File: src/rtl/nes_pad_reader_if.sv
// Pad-side and consumer-side signals of the NES controller reader.
// master: the reader (drives the pad strobes and button outputs); slave: its environment.
interface nes_pad_reader_if;
    logic       poll_now;
    logic [1:0] pad_data;
    logic       pad_latch;
    logic       pad_clk;
    logic [7:0] btns0;
    logic [7:0] btns1;
    logic       valid;
    logic       busy;

    modport master (
        input  poll_now,
        input  pad_data,
        output pad_latch,
        output pad_clk,
        output btns0,
        output btns1,
        output valid,
        output busy
    );

    modport slave (
        output poll_now,
        output pad_data,
        input  pad_latch,
        input  pad_clk,
        input  btns0,
        input  btns1,
        input  valid,
        input  busy
    );
endinterface

File: src/rtl/nes_pad_reader.sv
// NES serial controller reader: strobes up to two pads and shifts in their 8-bit reports.
// Optional macro NES_PAD_DEBOUNCE_EN: outputs update only when two consecutive reads agree.
module nes_pad_reader #(
    parameter int HALF_CYCLES = 6,
    parameter int POLL_CYCLES = 29830
) (
    input  logic              clk,
    input  logic              rst,
    nes_pad_reader_if.master  bus
);
    localparam int PW = $clog2(2 * HALF_CYCLES);
    localparam int CW = $clog2(POLL_CYCLES);
    localparam logic [PW-1:0] LATCH_LAST  = PW'(2 * HALF_CYCLES - 1);
    localparam logic [PW-1:0] HALF_LAST   = PW'(HALF_CYCLES - 1);
    localparam logic [CW-1:0] POLL_RELOAD = CW'(POLL_CYCLES - 1);

    typedef enum logic [2:0] {IDLE, LATCH, SAMPLE, PULSE, DONE} state_t;

    state_t          state_reg, state_next;
    logic [PW-1:0]   phase_reg, phase_next;
    logic [2:0]      index_reg, index_next;
    logic [CW-1:0]   poll_reg, poll_next;
    logic [1:0][7:0] shadow_reg, shadow_next;
    logic [1:0][7:0] btns_reg;
    logic [1:0]      sync1_reg, sync2_reg;
    logic            pad_latch_reg, pad_clk_reg, busy_reg, valid_reg;

    // Plain two-flop synchronizer; no reset so it never masks a live pad line.
    always_ff @(posedge clk) begin
        sync1_reg <= bus.pad_data;
        sync2_reg <= sync1_reg;
    end

    always_comb begin
        state_next  = state_reg;
        phase_next  = phase_reg;
        index_next  = index_reg;
        shadow_next = shadow_reg;
        // The poll counter runs in every state so latch edges stay exactly POLL_CYCLES apart.
        poll_next   = (poll_reg != '0) ? poll_reg - 1'b1 : poll_reg;
        case (state_reg)
            IDLE: begin
                if (poll_reg == '0 || bus.poll_now) begin
                    state_next = LATCH;
                    phase_next = '0;
                    poll_next  = POLL_RELOAD;
                end
            end
            LATCH: begin
                if (phase_reg == LATCH_LAST) begin
                    state_next = SAMPLE;
                    phase_next = '0;
                    index_next = '0;
                end else begin
                    phase_next = phase_reg + 1'b1;
                end
            end
            SAMPLE: begin
                if (phase_reg == HALF_LAST) begin
                    phase_next = '0;
                    for (int p = 0; p < 2; p++) begin
                        shadow_next[p][index_reg] = ~sync2_reg[p];
                    end
                    state_next = (index_reg == 3'd7) ? DONE : PULSE;
                end else begin
                    phase_next = phase_reg + 1'b1;
                end
            end
            PULSE: begin
                if (phase_reg == HALF_LAST) begin
                    phase_next = '0;
                    index_next = index_reg + 3'd1;
                    state_next = SAMPLE;
                end else begin
                    phase_next = phase_reg + 1'b1;
                end
            end
            DONE: begin
                state_next = IDLE;
            end
            default: begin
                state_next = IDLE;
            end
        endcase
    end

    // Pad strobes and busy are registered from the next state so the pins never glitch.
    always_ff @(posedge clk) begin
        if (rst) begin
            state_reg     <= IDLE;
            phase_reg     <= '0;
            index_reg     <= '0;
            poll_reg      <= '0;
            shadow_reg    <= '0;
            pad_latch_reg <= 1'b0;
            pad_clk_reg   <= 1'b0;
            busy_reg      <= 1'b0;
        end else begin
            state_reg     <= state_next;
            phase_reg     <= phase_next;
            index_reg     <= index_next;
            poll_reg      <= poll_next;
            shadow_reg    <= shadow_next;
            pad_latch_reg <= (state_next == LATCH);
            pad_clk_reg   <= (state_next == PULSE);
            busy_reg      <= (state_next != IDLE);
        end
    end

`ifdef NES_PAD_DEBOUNCE_EN
    logic [1:0][7:0] prev_reg;
    logic [1:0]      take;
    logic [1:0]      changed;

    genvar gi;
    for (gi = 0; gi < 2; gi++) begin : g_debounce
        assign take[gi]    = (shadow_reg[gi] == prev_reg[gi]);
        assign changed[gi] = take[gi] && (shadow_reg[gi] != btns_reg[gi]);
    end

    always_ff @(posedge clk) begin
        if (rst) begin
            btns_reg  <= '0;
            prev_reg  <= '0;
            valid_reg <= 1'b0;
        end else begin
            valid_reg <= 1'b0;
            if (state_reg == DONE) begin
                for (int p = 0; p < 2; p++) begin
                    if (take[p]) begin
                        btns_reg[p] <= shadow_reg[p];
                    end
                end
                prev_reg  <= shadow_reg;
                valid_reg <= |changed;
            end
        end
    end
`else
    always_ff @(posedge clk) begin
        if (rst) begin
            btns_reg  <= '0;
            valid_reg <= 1'b0;
        end else begin
            valid_reg <= 1'b0;
            if (state_reg == DONE) begin
                btns_reg  <= shadow_reg;
                valid_reg <= 1'b1;
            end
        end
    end
`endif

    assign bus.pad_latch = pad_latch_reg;
    assign bus.pad_clk   = pad_clk_reg;
    assign bus.busy      = busy_reg;
    assign bus.valid     = valid_reg;
    assign bus.btns0     = btns_reg[0];
    assign bus.btns1     = btns_reg[1];
endmodule

File: src/flat_wrapper.sv
// flat-port wrapper written by rule: the top's interface ports become plain ports
module nes_pad_reader_flat 
#(
    parameter int HALF_CYCLES = 6,
    parameter int POLL_CYCLES = 29830
)
  (clk, rst, bus_poll_now, bus_pad_data, bus_pad_latch, bus_pad_clk, bus_btns0, bus_btns1, bus_valid, bus_busy);
  nes_pad_reader_if bus_i ();
  input  logic clk;
  input  logic rst;
  input wire logic [$bits(bus_i.poll_now)-1:0] bus_poll_now;
  input wire logic [$bits(bus_i.pad_data)-1:0] bus_pad_data;
  output wire logic [$bits(bus_i.pad_latch)-1:0] bus_pad_latch;
  output wire logic [$bits(bus_i.pad_clk)-1:0] bus_pad_clk;
  output wire logic [$bits(bus_i.btns0)-1:0] bus_btns0;
  output wire logic [$bits(bus_i.btns1)-1:0] bus_btns1;
  output wire logic [$bits(bus_i.valid)-1:0] bus_valid;
  output wire logic [$bits(bus_i.busy)-1:0] bus_busy;
  assign bus_i.poll_now = bus_poll_now;
  assign bus_i.pad_data = bus_pad_data;
  assign bus_pad_latch = bus_i.pad_latch;
  assign bus_pad_clk = bus_i.pad_clk;
  assign bus_btns0 = bus_i.btns0;
  assign bus_btns1 = bus_i.btns1;
  assign bus_valid = bus_i.valid;
  assign bus_busy = bus_i.busy;
  nes_pad_reader #(.HALF_CYCLES(HALF_CYCLES), .POLL_CYCLES(POLL_CYCLES)) u_core (.clk(clk), .rst(rst), .bus(bus_i));
endmodule
File: config.mk
export PLATFORM = sky130hd
export DESIGN_NAME = nes_pad_reader_flat
export DESIGN_NICKNAME = d
export VERILOG_FILES = /design/src/rtl/nes_pad_reader_if.sv /design/src/rtl/nes_pad_reader.sv /design/src/flat_wrapper.sv
export SDC_FILE = /design/constraint.sdc
export NUM_CORES = 1
export LEC_CHECK = 0
export BUFFER_PORTS_ARGS = -buffer_cell sky130_fd_sc_hd__buf_2
export CAP_MARGIN = 10
export CORE_AREA = 2 2 74 76
export DETAILED_ROUTE_END_ITERATION = 7
export DIE_AREA = 0 0 76 78
export PLACE_DENSITY = 0.73
export SYNTH_ARGS = -nofsm -noshare
export SYNTH_HDL_FRONTEND = slang
export SYNTH_SLANG_ARGS = --single-unit
File: constraint.sdc
create_clock -name clk -period 5.81 [get_ports clk]
set_input_delay 0.8715 -clock clk [delete_from_list [all_inputs] [get_ports clk]]
set_output_delay 0.8715 -clock clk [all_outputs]
set_load 0.05 [all_outputs]
==> results by group <==
Logic synthesis
  • Total of flip-flops plus latches after synthesis: 65
  • Sequential fraction of the synthesis area: a little under half
  • Top FF cell, synth: dfxtp_1
  • Yosys warning count: 0
  • EDFF count, synth: 0
  • Post-Syn Area: 0.002758 sq mm
  • Post-Syn Nets: between 300 and 400
  • Unique masters post-synth: 51
  • Leading area contributor after synthesis: dfxtp_1
  • Synth top area share: 47.19%
  • Synth Instances: ~300
  • Synth top area cells: dfxtp_1 (47%), nand2_1 (5.7%), a211oi_1 (5.4%)
  • Asr flop ratio synth: 0%
  • Avg Inst Size Synth: 9.071 sq um

Worst setup path
  • Critical path startpoint: u_core.poll_reg[0]$_SDFF_PP0_
  • FF-to-FF setup slack: about 3000 ps
  • Crit path largest cell delay: 880 ps
  • Top Family by Delay on Critical Path: simple AND/OR/NAND/NOR gates
  • Setup Crit Path Kind: register to register
  • Worst R2R End: u_core.poll_reg[1]$_SDFF_PP0_
  • Critical Path RT: about 6000 ps
  • Crit end category: register
  • Crit path DAT: slightly below 3000 ps
  • Worst Reg2Reg Path Length in Cells: 6
  • Crit path launch type: register
  • Critical Path Fanout Max: 19
  • Slowest stage cell, crit path: nor4_4
  • FF-to-FF Start: u_core.poll_reg[0]$_SDFF_PP0_
  • CP cell instances: inv_1 > ha_1 > or3b_2 > nor4_4 > o21a_1 > a2111oi_2
  • Critical Path Sink: u_core.poll_reg[1]$_SDFF_PP0_
  • Bufs and invs on worst path: 1
  • Stages on worst setup path: 6

Finish
  • Area delta synth->final: 13.38%
  • Largest register FFs: 16
  • Share of cells above drive strength 1: about 20%
  • Final instance area: around 0.0031 sq mm
  • Antenna cells: 0
  • # nets final: between 300 and 400
  • Non-filler cells, final: 400
  • Final core utilization: 62.01%

CTS
  • Hold-fix buffers at CTS: 0
  • TritonCTS Buffers: 9
  • H-tree lvl count: 3
  • Worst-Skew Late Latency: approximately 340 ps
  • Root Buffer: clkbuf_8
  • Post-CTS sizing: 0
  • Reg clk slew, reported paths: around 70 ps
  • CTS Sinks: 65
  • Max Root-Sink Buffers: 2
  • CTS tree: done
  • Postcts setup bufs: 0

Timing
  • Final Critical Period: roughly 2800 ps
  • RSZ-0062 raised after global routing: no
  • WHS: roughly 330 ps
  • Max-slew headroom: a little over a quarter
  • Setup TNS Final: 0 ps
  • Max Clk Rate: between 300 and 400 MHz
  • Final Hold Fails: 0
  • Fin crit share: between 40% and 50%
  • Clock skew: around 8.4 ps
  • Worst setup margin: around 3000 ps
  • Max Slew Vio Count: 0
  • Final setup violation count: 0
  • Actual slew at the worst max-slew pin: 1088 ps

Power
  • Flop pwr share: 45.5%
  • LEAKAGE: around 1.1 nW
  • Cell Int Power: between 700 and 800 uW
  • Maximum VDD drop: roughly 200 uV
  • Total Power: about 1.1 mW
  • Comb power frac: between 15 and 20%
  • Psw: between 300 and 400 uW
  • Clock power share: between 30% and 40%
  • Power Density: around 360 mW/mm^2
  • Sw Ratio: about 29%

Floorplanning
  • Io pins: 25
  • Initial core utilization: 54.69%
  • Die Height: between 70 and 80 um
  • Die W: approximately 76 um
  • Core area: between 0.005 and 0.006 sq mm
  • Row count: 26
  • Die Area: 0.005928 sq mm

Placed design
  • Dpl ws: about 3100 ps
  • Placer congestion estimate: around 0.8
  • DP Wirelength: roughly 3500 um
  • Placed cell count: 384
  • # port buffers: 24
  • Cell Area, Placed: 0.002908 sq mm

Global route
  • Vias in the first global route: ~2000
  • Pin count of the biggest net entering global routing: between 50 and 60
  • Global-route wire length before repair: about 9400 um
  • GRT Total Usage: 19.71%
  • Initial antenna violation count: 0
  • Grt ovf: 0

Hold path
  • Hold Path Class: register to register

Route
  • Routed WL: around 5400 um
  • Detailed-route wire length per cell: ~14 um
  • 1st-pass router iterations: 4
  • # DRC: 0
  • ANT nets after route: 0
  • DR iter-0 viols: 118
  • Vias per inst: roughly 5.6
  • Via count: roughly 2200

Job
  • Max_cap viols: 0

Outcome
  • Status: finished clean
-- worst reg2reg max path, delay by kind of cell (launching register included) --
family	cells	cell delay [ps]
fa+ha+maj	1	240
flops	1	320
compound gates	2	560
simple gates	2	1410
buf+inv	1	80
-- cells by family after synthesis --
logic type	share of synthesized area (%)
flops	47.19
fa+ha+maj	2.269
buf+inv	3.448
simple gates	25.86
compound gates	20.55
mux	0.3630
xor+xnor	0.3177
-- Yosys cell counts, types with 2 or more instances --
master,count
nor3_1,3
nand2b_1,3
inv_1,8
nor4b_1,2
or3_1,6
a21oi_1,23
and3b_1,2
buf_1,3
ha_1,5
nor4_1,10
clkbuf_1,10
dfxtp_1,65
or2_2,2
nand3_1,5
or3b_2,3
o211ai_1,2
or4_4,2
o31ai_1,5
nand2_1,42
nor2b_1,4
nand4_1,5
or3_2,4
a211oi_2,3
nor2_1,25
o21ai_0,8
a31oi_1,5
a21o_1,2
nor4_4,2
or4_1,3
or4_2,2
a211oi_1,20
-- cell type report --
class	instances	area, sq um
Timing Repair Buffer	25	127.6
Multi-Input combinational cell	216	1361
Sequential cell	65	1301
Tap cell	70	87.58
Clock inverter	7	95.09
Clock buffer	9	123.9
Inverter	8	30.03
Fill cell	437	1916
-- power by group through the flow --
stage	Clock [mW]	Combinational [mW]	Sequential, mW
after floorplan	0	0.156	0.517
final	0.418	0.192	0.509
after detailed placement	0	0.189	0.519
after global routing	0.443	0.211	0.515
after CTS	0.424	0.192	0.509
after global placement	0	0.186	0.518
-- how the worst min path moves through the flow --
stage	start	endpoint	depth (start not counted)
after floorplan	u_core.sync1_reg[0]$_DFF_P_	u_core.sync2_reg[0]$_DFF_P_	0
after global placement	u_core.sync1_reg[0]$_DFF_P_	u_core.sync2_reg[0]$_DFF_P_	0
after detailed placement	u_core.sync1_reg[1]$_DFF_P_	u_core.sync2_reg[1]$_DFF_P_	0
after CTS	u_core.sync1_reg[1]$_DFF_P_	u_core.sync2_reg[1]$_DFF_P_	0
after global routing	u_core.sync1_reg[0]$_DFF_P_	u_core.sync2_reg[0]$_DFF_P_	0
final	u_core.sync1_reg[1]$_DFF_P_	u_core.sync2_reg[1]$_DFF_P_	0
-- routing by layer --
| layer | vias up | part of all wire (%) | GRT usage, % |
|---|---|---|---|
| met5 | - | 0 | 0 |
| met4 | 0 | 1.2 | 8.182 |
| met3 | 8 | 3.0 | 5.000 |
| met2 | 28 | 45 | 30.45 |
| met1 | 1031 | 51 | 26.44 |
| li1 | 1160 | - | - |
-- layout by cell type, fill, tap and decap left out, types with 6 or more instances in the layout --
master and instances:
or3_1 6, o21ai_0 8, nand2_1 42, nor4_1 10
inv_1 8, clkbuf_8 9, a211oi_1 20, a21oi_1 23
dfxtp_1 65, buf_2 24, nor2_1 25
Power figures use the tool's default switching activity.
